--- config.mk ---
export PLATFORM = sky130hd
export DESIGN_NAME = ball_motion_sequencer_flat
export DESIGN_NICKNAME = d
export VERILOG_FILES = /design/src/rtl/ball_pkg.sv /design/src/rtl/ball_motion_sequencer_if.sv /design/src/rtl/ball_motion_sequencer_axis_step.sv /design/src/rtl/ball_motion_sequencer.sv /design/src/flat_wrapper.sv
export SDC_FILE = /design/constraint.sdc
export NUM_CORES = 1
export LEC_CHECK = 0
export ABC_AREA = 0
export CAP_MARGIN = 20
export CORE_MARGIN = 4
export CORE_UTILIZATION = 60
export CTS_CLUSTER_SIZE = 40
export DETAILED_ROUTE_END_ITERATION = 6
export DONT_BUFFER_PORTS = 1
export PLACE_DENSITY = 0.73
export RECOVER_POWER = 50
export SYNTH_ARGS = -nofsm -noshare
export SYNTH_HDL_FRONTEND = slang
export SYNTH_SLANG_ARGS = --single-unit
--- constraint.sdc ---
create_clock -name clk -period 8.1 [get_ports clk]
set_input_delay 2.025 -clock clk [delete_from_list [all_inputs] [get_ports clk]]
set_output_delay 2.025 -clock clk [all_outputs]
set_load 0.01 [all_outputs]
--- src/rtl/ball_pkg.sv ---
// Shared constants and FSM state type for the ball sprite motion path.
package ball_pkg;
  localparam int unsigned POS_W    = 10;
  localparam int unsigned SPEED_W  = 3;
  localparam int unsigned H_ACTIVE = 640;
  localparam int unsigned V_ACTIVE = 480;
  localparam int unsigned RADIUS   = 100;
  localparam int unsigned START_X  = 320;
  localparam int unsigned START_Y  = 240;

  typedef enum logic [1:0] {WAIT, MOVE_X, MOVE_Y, DONE} state_t;
endpackage

--- src/rtl/ball_motion_sequencer_if.sv ---
// Control/status bundle between the raster timing, the motion sequencer and the renderer.
interface ball_motion_sequencer_if;
  logic [ball_pkg::POS_W-1:0]   hpos;
  logic [ball_pkg::POS_W-1:0]   vpos;
  logic [ball_pkg::SPEED_W-1:0] speed;
  logic                         pause;
  logic                         step_req;
  logic                         step_ack;
  logic [ball_pkg::POS_W-1:0]   ball_x;
  logic [ball_pkg::POS_W-1:0]   ball_y;
  logic                         dir_x;
  logic                         dir_y;
  logic                         bounce;
  logic [7:0]                   frame_cnt;

  modport master (
    output hpos, vpos, speed, pause, step_req,
    input  step_ack, ball_x, ball_y, dir_x, dir_y, bounce, frame_cnt
  );

  modport slave (
    input  hpos, vpos, speed, pause, step_req,
    output step_ack, ball_x, ball_y, dir_x, dir_y, bounce, frame_cnt
  );
endinterface

--- src/rtl/ball_motion_sequencer_axis_step.sv ---
// One-axis position advance with reflection at [lo, hi]; purely combinational,
// shared between x and y by the sequencer.
module axis_step
  import ball_pkg::*;
(
  input  logic [POS_W-1:0]   p,
  input  logic               dir,
  input  logic [SPEED_W-1:0] speed,
  input  logic [POS_W-1:0]   lo,
  input  logic [POS_W-1:0]   hi,
  output logic [POS_W-1:0]   p_next,
  output logic               dir_next,
  output logic               hit
);
  logic [POS_W:0] speed_ext;
  logic [POS_W:0] sum;
  logic [POS_W:0] floor_lim;

  assign speed_ext = {{(POS_W+1-SPEED_W){1'b0}}, speed};
  assign sum       = {1'b0, p} + speed_ext;
  assign floor_lim = {1'b0, lo} + speed_ext;

  always_comb begin
    p_next   = p;
    dir_next = dir;
    hit      = 1'b0;
    // A zero speed never reflects, even when parked exactly on a limit.
    if (speed != '0) begin
      if (dir) begin
        if (sum >= {1'b0, hi}) begin
          p_next   = hi;
          dir_next = 1'b0;
          hit      = 1'b1;
        end else begin
          p_next = sum[POS_W-1:0];
        end
      end else begin
        if ({1'b0, p} < floor_lim) begin
          p_next   = lo;
          dir_next = 1'b1;
          hit      = 1'b1;
        end else begin
          p_next = p - speed_ext[POS_W-1:0];
        end
      end
    end
  end
endmodule

--- src/rtl/ball_motion_sequencer.sv ---
// Once-per-frame ball centre update during vertical blanking, with pause and
// req/ack single-step; x and y share one axis_step across two FSM states.
module ball_motion_sequencer #(
  parameter int unsigned H_ACTIVE = ball_pkg::H_ACTIVE,
  parameter int unsigned V_ACTIVE = ball_pkg::V_ACTIVE,
  parameter int unsigned RADIUS   = ball_pkg::RADIUS,
  parameter int unsigned START_X  = ball_pkg::START_X,
  parameter int unsigned START_Y  = ball_pkg::START_Y
) (
  input  logic                     clk,
  input  logic                     rst_n,
  ball_motion_sequencer_if.slave   bus
);
  import ball_pkg::*;

  localparam logic [POS_W-1:0] LO   = POS_W'(RADIUS);
  localparam logic [POS_W-1:0] X_HI = POS_W'(H_ACTIVE - RADIUS);
  localparam logic [POS_W-1:0] Y_HI = POS_W'(V_ACTIVE - RADIUS);
  localparam logic [POS_W-1:0] V_FS = POS_W'(V_ACTIVE);

  state_t               state_q, state_d;
  logic [POS_W-1:0]     x_q, x_d, y_q, y_d;
  logic                 dir_x_q, dir_x_d, dir_y_q, dir_y_d;
  logic [SPEED_W-1:0]   speed_q, speed_d;
  logic                 step_armed_q, step_armed_d;
  logic                 step_q, step_d;
  logic                 step_ack_q, step_ack_d;
  logic                 bounce_q, bounce_d;
  logic [7:0]           frame_cnt_q, frame_cnt_d;

  logic                 frame_start;
  logic                 take_step;
  logic [POS_W-1:0]     ax_p, ax_hi, ax_p_next;
  logic [SPEED_W-1:0]   ax_speed;
  logic                 ax_dir, ax_dir_next, ax_hit;

  assign frame_start = (bus.hpos == '0) && (bus.vpos == V_FS);
  assign take_step   = bus.pause && bus.step_req && step_armed_q;

  // x uses the live speed (latched this cycle); y reuses the latched copy.
  always_comb begin
    if (state_q == MOVE_Y) begin
      ax_p     = y_q;
      ax_dir   = dir_y_q;
      ax_speed = speed_q;
      ax_hi    = Y_HI;
    end else begin
      ax_p     = x_q;
      ax_dir   = dir_x_q;
      ax_speed = bus.speed;
      ax_hi    = X_HI;
    end
  end

  axis_step u_axis_step (
    .p        (ax_p),
    .dir      (ax_dir),
    .speed    (ax_speed),
    .lo       (LO),
    .hi       (ax_hi),
    .p_next   (ax_p_next),
    .dir_next (ax_dir_next),
    .hit      (ax_hit)
  );

  always_comb begin
    state_d      = state_q;
    x_d          = x_q;
    y_d          = y_q;
    dir_x_d      = dir_x_q;
    dir_y_d      = dir_y_q;
    speed_d      = speed_q;
    step_d       = step_q;
    step_ack_d   = 1'b0;
    bounce_d     = 1'b0;
    step_armed_d = bus.step_req ? step_armed_q : 1'b1;
    frame_cnt_d  = frame_start ? frame_cnt_q + 8'd1 : frame_cnt_q;

    case (state_q)
      WAIT: begin
        if (frame_start && (!bus.pause || take_step)) begin
          state_d = MOVE_X;
          step_d  = bus.pause;
          if (bus.pause) step_armed_d = 1'b0;
        end
      end
      MOVE_X: begin
        x_d      = ax_p_next;
        dir_x_d  = ax_dir_next;
        bounce_d = ax_hit;
        speed_d  = bus.speed;
        state_d  = MOVE_Y;
      end
      MOVE_Y: begin
        y_d      = ax_p_next;
        dir_y_d  = ax_dir_next;
        bounce_d = ax_hit;
        state_d  = DONE;
      end
      DONE: begin
        step_ack_d = step_q;
        state_d    = WAIT;
      end
      default: state_d = WAIT;
    endcase
  end

  always_ff @(posedge clk) begin
    if (!rst_n) begin
      state_q      <= WAIT;
      x_q          <= POS_W'(START_X);
      y_q          <= POS_W'(START_Y);
      dir_x_q      <= 1'b1;
      dir_y_q      <= 1'b1;
      speed_q      <= '0;
      step_armed_q <= 1'b1;
      step_q       <= 1'b0;
      step_ack_q   <= 1'b0;
      bounce_q     <= 1'b0;
      frame_cnt_q  <= '0;
    end else begin
      state_q      <= state_d;
      x_q          <= x_d;
      y_q          <= y_d;
      dir_x_q      <= dir_x_d;
      dir_y_q      <= dir_y_d;
      speed_q      <= speed_d;
      step_armed_q <= step_armed_d;
      step_q       <= step_d;
      step_ack_q   <= step_ack_d;
      bounce_q     <= bounce_d;
      frame_cnt_q  <= frame_cnt_d;
    end
  end

  assign bus.ball_x    = x_q;
  assign bus.ball_y    = y_q;
  assign bus.dir_x     = dir_x_q;
  assign bus.dir_y     = dir_y_q;
  assign bus.step_ack  = step_ack_q;
  assign bus.bounce    = bounce_q;
  assign bus.frame_cnt = frame_cnt_q;
endmodule

--- src/flat_wrapper.sv ---
// flat-port wrapper written by rule: the top's interface ports become plain ports
module ball_motion_sequencer_flat import ball_pkg::*;
#(
  parameter int unsigned H_ACTIVE = ball_pkg::H_ACTIVE,
  parameter int unsigned V_ACTIVE = ball_pkg::V_ACTIVE,
  parameter int unsigned RADIUS   = ball_pkg::RADIUS,
  parameter int unsigned START_X  = ball_pkg::START_X,
  parameter int unsigned START_Y  = ball_pkg::START_Y
)
  (clk, rst_n, bus_hpos, bus_vpos, bus_speed, bus_pause, bus_step_req, bus_step_ack, bus_ball_x, bus_ball_y, bus_dir_x, bus_dir_y, bus_bounce, bus_frame_cnt);
  ball_motion_sequencer_if bus_i ();
  input  logic clk;
  input  logic rst_n;
  input wire logic [$bits(bus_i.hpos)-1:0] bus_hpos;
  input wire logic [$bits(bus_i.vpos)-1:0] bus_vpos;
  input wire logic [$bits(bus_i.speed)-1:0] bus_speed;
  input wire logic [$bits(bus_i.pause)-1:0] bus_pause;
  input wire logic [$bits(bus_i.step_req)-1:0] bus_step_req;
  output wire logic [$bits(bus_i.step_ack)-1:0] bus_step_ack;
  output wire logic [$bits(bus_i.ball_x)-1:0] bus_ball_x;
  output wire logic [$bits(bus_i.ball_y)-1:0] bus_ball_y;
  output wire logic [$bits(bus_i.dir_x)-1:0] bus_dir_x;
  output wire logic [$bits(bus_i.dir_y)-1:0] bus_dir_y;
  output wire logic [$bits(bus_i.bounce)-1:0] bus_bounce;
  output wire logic [$bits(bus_i.frame_cnt)-1:0] bus_frame_cnt;
  assign bus_i.hpos = bus_hpos;
  assign bus_i.vpos = bus_vpos;
  assign bus_i.speed = bus_speed;
  assign bus_i.pause = bus_pause;
  assign bus_i.step_req = bus_step_req;
  assign bus_step_ack = bus_i.step_ack;
  assign bus_ball_x = bus_i.ball_x;
  assign bus_ball_y = bus_i.ball_y;
  assign bus_dir_x = bus_i.dir_x;
  assign bus_dir_y = bus_i.dir_y;
  assign bus_bounce = bus_i.bounce;
  assign bus_frame_cnt = bus_i.frame_cnt;
  ball_motion_sequencer #(.H_ACTIVE(H_ACTIVE), .V_ACTIVE(V_ACTIVE), .RADIUS(RADIUS), .START_X(START_X), .START_Y(START_Y)) u_core (.clk(clk), .rst_n(rst_n), .bus(bus_i));
endmodule
Word level (Yosys, flattened, before mapping)
Cells that the tools add are included.

$add $sub $neg: 4. $lt $le $gt $ge: 2. Equality and inequality tests: 5. Muxes and demuxes: 20. Reduce and logical (&&, ||, !) cells: 13.

Operator list (number): 10-bit two-way mux (6); 10-bit by 3-bit adder with 11-bit output (1); 11-bit by 10-bit greater-or-equal comparator with 1-bit output (1); 1-bit two-way mux (11); 10-bit by 9-bit == test with 1-bit output, second input constant (1); 10-bit logical NOT (1); 10-bit by 8-bit less-than comparator with 1-bit output (1); 10-bit by 3-bit subtractor with 10-bit output (1); 7-bit by 3-bit adder with 8-bit output, first input constant (1); 8-bit by 1-bit adder with 8-bit output, second input constant (1); 2-bit case mux with 4 select lines (1); 2-bit == test, second input constant (2); 1-bit logical AND (4); 2-bit AND reduction (2); 3-bit two-way mux (1); 3-bit AND reduction (1); 3-bit nonzero test (1); 2-bit by 1-bit == test with 1-bit output, second input constant (1); 2-bit logical NOT (1); 2-bit two-way mux (1); 2-bit by 1-bit != test with 1-bit output, second input constant (1); 2-bit OR reduction (1); 1-bit logical NOT (1); 1-bit logical OR (1).

Register bits: 39. Output and inout bits: 32. Logic and storage cells: 55.

Depth between registers and ports, before layout
Word-level depth: 7. Mapped depth: 22.

Cells and area by module
Synthesis repeated with hierarchy kept, for this count alone.

Cell total of the unflattened synthesis: 419. Area total of the unflattened synthesis: 3487.1 sq um.

By module, submodules not included: ball_motion_sequencer (times used 1, cells an instance 187, area each 1858.0 sq um); axis_step (times used 1, cells an instance 232, area each 1629.1 sq um).

Worst setup path after synthesis
No wires, ideal clock.

Path kind: input to register. Start: in bus_speed[0]. End: reg u_core.x_q[2], in the netlist u_core.bus.ball_x[2]. Arrival: 4.958 ns. Slack: 3.025 ns. Cell stages on the path: 16. Path through: mux2_2 > ha_1 > inv_1 > fa_1 > o21bai_1 > and3_1 > nand3b_1 > xor2_1 > ha_1 > inv_1 > o2111ai_1 > a2111oi_4 > o21ai_0 > o211ai_1 > nand2_1 > a31o_2.

Word-level cells in the longest chain between the ends: 6. Elaborated cells between the ends (all ways): 11. Those cells by class: add/sub (3); order compare (2); mux (5); reduce/logical (1).

RTL lines: start: declaration (line flat_wrapper.sv:16) `input wire logic [$bits(bus_i.speed)-1:0] bus_speed;`; 3-bit two-way mux (*) (line ball_motion_sequencer.sv:42) `if (state_q == MOVE_Y) begin`; 10-bit by 3-bit adder with 11-bit output / 7-bit by 3-bit adder with 8-bit output (equally long branches) (line ball_motion_sequencer_axis_step.sv:20, ball_motion_sequencer_axis_step.sv:21); 11-bit by 10-bit greater-or-equal comparator with 1-bit output / 10-bit by 8-bit less-than comparator with 1-bit output (equally long branches) (line ball_motion_sequencer_axis_step.sv:30, ball_motion_sequencer_axis_step.sv:38); 10-bit two-way mux, on equally long branches (line ball_motion_sequencer_axis_step.sv:30, ball_motion_sequencer_axis_step.sv:38); 10-bit two-way mux (line ball_motion_sequencer_axis_step.sv:29) `if (dir) begin`; 10-bit two-way mux (*) (line ball_motion_sequencer_axis_step.sv:28) `if (speed != '0) begin`; end signal: assignment (line ball_motion_sequencer.sv:111) `x_q <= POS_W'(START_X);`; end: declaration (line ball_motion_sequencer.sv:22) `logic [POS_W-1:0] x_q, x_d, y_q, y_d;`.

Every way passes the cells marked *; elsewhere a longest branch is shown, timed or not. A chain may end at the register's enable or synchronous reset.

Worst setup path in the final report
Ends and elaborated chain as after synthesis.

==> metrics <==
final hold violations=0; Max Slew Vio Count=0; DRC Markers=0; Synth top area share=27.9%; Post-DRT Antenna Nets=0; Nets=about 380; dominant synthesized flop cell=dfxtp_1; total iterations of the first detailed-routing run=5; setup_tns=0 ps; Gate Count Post-Synth=332; flops & latches, synth=39; Cell variety after synth=61; maximum clock rate=roughly 190 MHz; fin crit period=5370 ps; Critical Path Max Stage Delay=610 ps; main area contributors after synthesis=dfxtp_1 28%, ha_1 7.6%, mux2i_1 4.7%, nand2_1 4.4%, xor2_1 3.8%; asr flop ratio synth=0%; Via density=6.56; Initial Util=a little over three fifths; Hold WC Path Type=flip-flop to flip-flop; Inst Count DP=374; DP HPWL=around 5400 um; PwrDens=231 nW/um^2; Worst EP required=between 8000 and 9000 ps; CTS buffer count=5; largest net degree at the start of global routing=24; first-pass GRT wire length=11700 um; CTS Buffer Depth=2; area of the die=between 5000 and 6000 sq um; Reg clk slew, reported paths=80 ps; root buf cell=clkbuf_8; Layout Cells excl Fill=roughly 380; H-tree Lvls=2; CP delay by family, top=compound AO/OA/AOI/OAI gates; hold_ws=about 480 ps; Boundary Pins=~60; Worst-Skew Late Latency=300 ps; most common cell after layout, fill and taps aside=dfxtp_1; Max IR drop VDD=139 uV; Register Area=between 700 and 800 sq um; Pleak=1.03 nW; TritonCTS clock tree=done; max_cap viols=0; All-Layer GR Usage=24.5%; Post-Route WL=7150 um; worst setup path class=input port to flip-flop; mean post-synth cell area=8.42 sq um; GRT overflow=0; actual slew at the worst max-slew pin=909 ps; RSZ-0062 raised after global routing=no; Period Utilization, post-route=66.3%; commonest non-fill, non-tap cells in the layout=39 x dfxtp_1, 33 x nand2_1, 26 x nor2_1, 20 x o21ai_0, 19 x a21oi_1; Synth Warn #=0; setup bufs post-CTS=0; crit path DAT=5570 ps; clock skew=around 6.2 ps; Die Y=76.3 um; leading area contributor after synthesis=dfxtp_1; Die W=approximately 76 um; nature of the critical path startpoint=input port; Initial DRC Count=154; max-slew headroom at the worst pin=39.0%; Routed wire per std cell=18.7 um; Rows=24; CP Capture Type=flip-flop; mapped cell area=2800 sq um; sequential area share after synthesis=27.9%; multi-input combinational cell area=1900 sq um; ant diodes=0; clk sinks=39; status=finished clean; fillers=399; CP Max Fanout=4; count of final setup violators=0; CP Buf/Inv Count=2; CP Cell Sequence=mux2_2, ha_1, inv_1, fa_1, o21bai_1, and3_1, nand3b_1, xor2_1, ha_1, inv_1, nand2_1, a211oi_1, o21ai_0, o211ai_1, nand2_1, a31o_2; Area Growth Syn to Fin=3.98%; core area=4440 sq um; antenna violations before repair=0; Post-synth EDFFs=0; Crit-path slowest cell=a211oi_1; Final Cell Area=around 2900 sq um; vias in the first global route=approximately 2300; PortBufs=0; Resize count post-CTS=0; Via Count=2506; layout cell share with drive strength beyond 1=10.3%; Placed Area=about 2800 sq um; Synth Net Count=378; GPL Wtd Cong=0.939; CTS Hold Bufs=0
-- cell families (layout without fill, tap and decap cells) --
logic type / count (synthesis) / in the layout / synth area share (%)
muxes: 22 / 22 / 8.68
AOI/OAI and AO/OA: 91 / 91 / 23.5
xor gates and xnor gates: 16 / 16 / 5.01
buffers and inverters: 28 / 26 / 4.25
adders and majority gates: 19 / 19 / 9.04
and+or+nand+nor: 117 / 117 / 21.6
DFF: 39 / 39 / 27.9
-- synth_stat cells, drive strengths merged, types with 4 or more instances --
cell type,count
nor2,28
mux2,8
nand2,33
clkbuf,6
o211ai,7
ha,17
nor2b,4
nand4,4
inv,14
xnor2,4
nand3,16
xor2,12
o21ai,25
o31ai,4
dfxtp,39
a21oi,19
nor4,4
buf,6
or3,6
and3,4
mux2i,14
a211oi,7
nor3,5
a31oi,4
-- report_power, final --
part,switching [W],internal (W),leakage [nW]
logic,0.000187,0.000113,0.672
clock network,0.0000740,0.0000599,0.0402
registers,0.0000268,0.000212,0.315
total,0.000288,0.000384,1.03
-- through the flow --
step	util (%)	total power [W]	setup WS, ps
2_1_floorplan	-	0.000470	3030
3_3_place_gp	63.4	0.000533	2420
3_5_place_dp	63.4	0.000538	2450
4_1_cts	65.4	0.000669	2740
5_1_grt	65.4	0.000718	2390
6_report	65.4	0.000672	2730
-- final cells by class --
class	instances	share of cell area [%]
multi-input combinational	265	65.2
clock buffer	5	2.37
tap	52	2.24
clock inverter	3	0.689
sequential	39	26.9
timing repair buffer	2	0.517
inverter	16	2.11
-- registers in the layout (all words and copies together), names as in the netlist --
register and flops:
u_core.bus.dir_y 1, u_core.step_q 1, u_core.bus.ball_y 10, u_core.bus.bounce 1, u_core.bus.ball_x 10, u_core.bus.step_ack 1
u_core.bus.frame_cnt 8, u_core.state_q 2, u_core.step_armed_q 1, u_core.bus.dir_x 1, u_core.speed_q 3
-- metal layers --
layer	global-route usage, %	up-vias	part of all wire [%]
met2	40.1	110	47
met1	30.6	1163	43
li1	-	1214	-
met4	8.15	0	1.9
met5	0	-	0
met3	7.68	19	8.3
-- worst register-to-register path, cell delays in order, from the launching register on --
cell and delay, ps:
dfxtp_1 350, inv_1 110, ha_1 670, buf_4 400, mux2_2 260, ha_1 200, inv_1 60, fa_1 460
o21bai_1 320, and3_1 310, nand3b_1 110, xor2_1 170, ha_1 300, inv_1 60, nand2_1 60, a211oi_1 610
o21ai_0 200, o211ai_1 140, nand2_1 110, a31o_2 250
-- path summary, 6_finish.rpt --
path,from,endpoint,slack [ps],cells after the start
hold / removal,u_core.step_armed_q$_SDFF_PN1_,u_core.step_armed_q$_SDFF_PN1_,480,2
setup reg to reg,u_core.state_q[0]$_SDFFE_PN0P_,u_core.bus.ball_x[2]$_SDFFE_PN0N_,2840,19
hold reg to reg,u_core.step_armed_q$_SDFF_PN1_,u_core.step_armed_q$_SDFF_PN1_,480,2
setup / recovery,bus_speed[0],u_core.bus.ball_x[2]$_SDFFE_PN0N_,2730,16
Note: power is estimated with default switching activity, not from simulation.
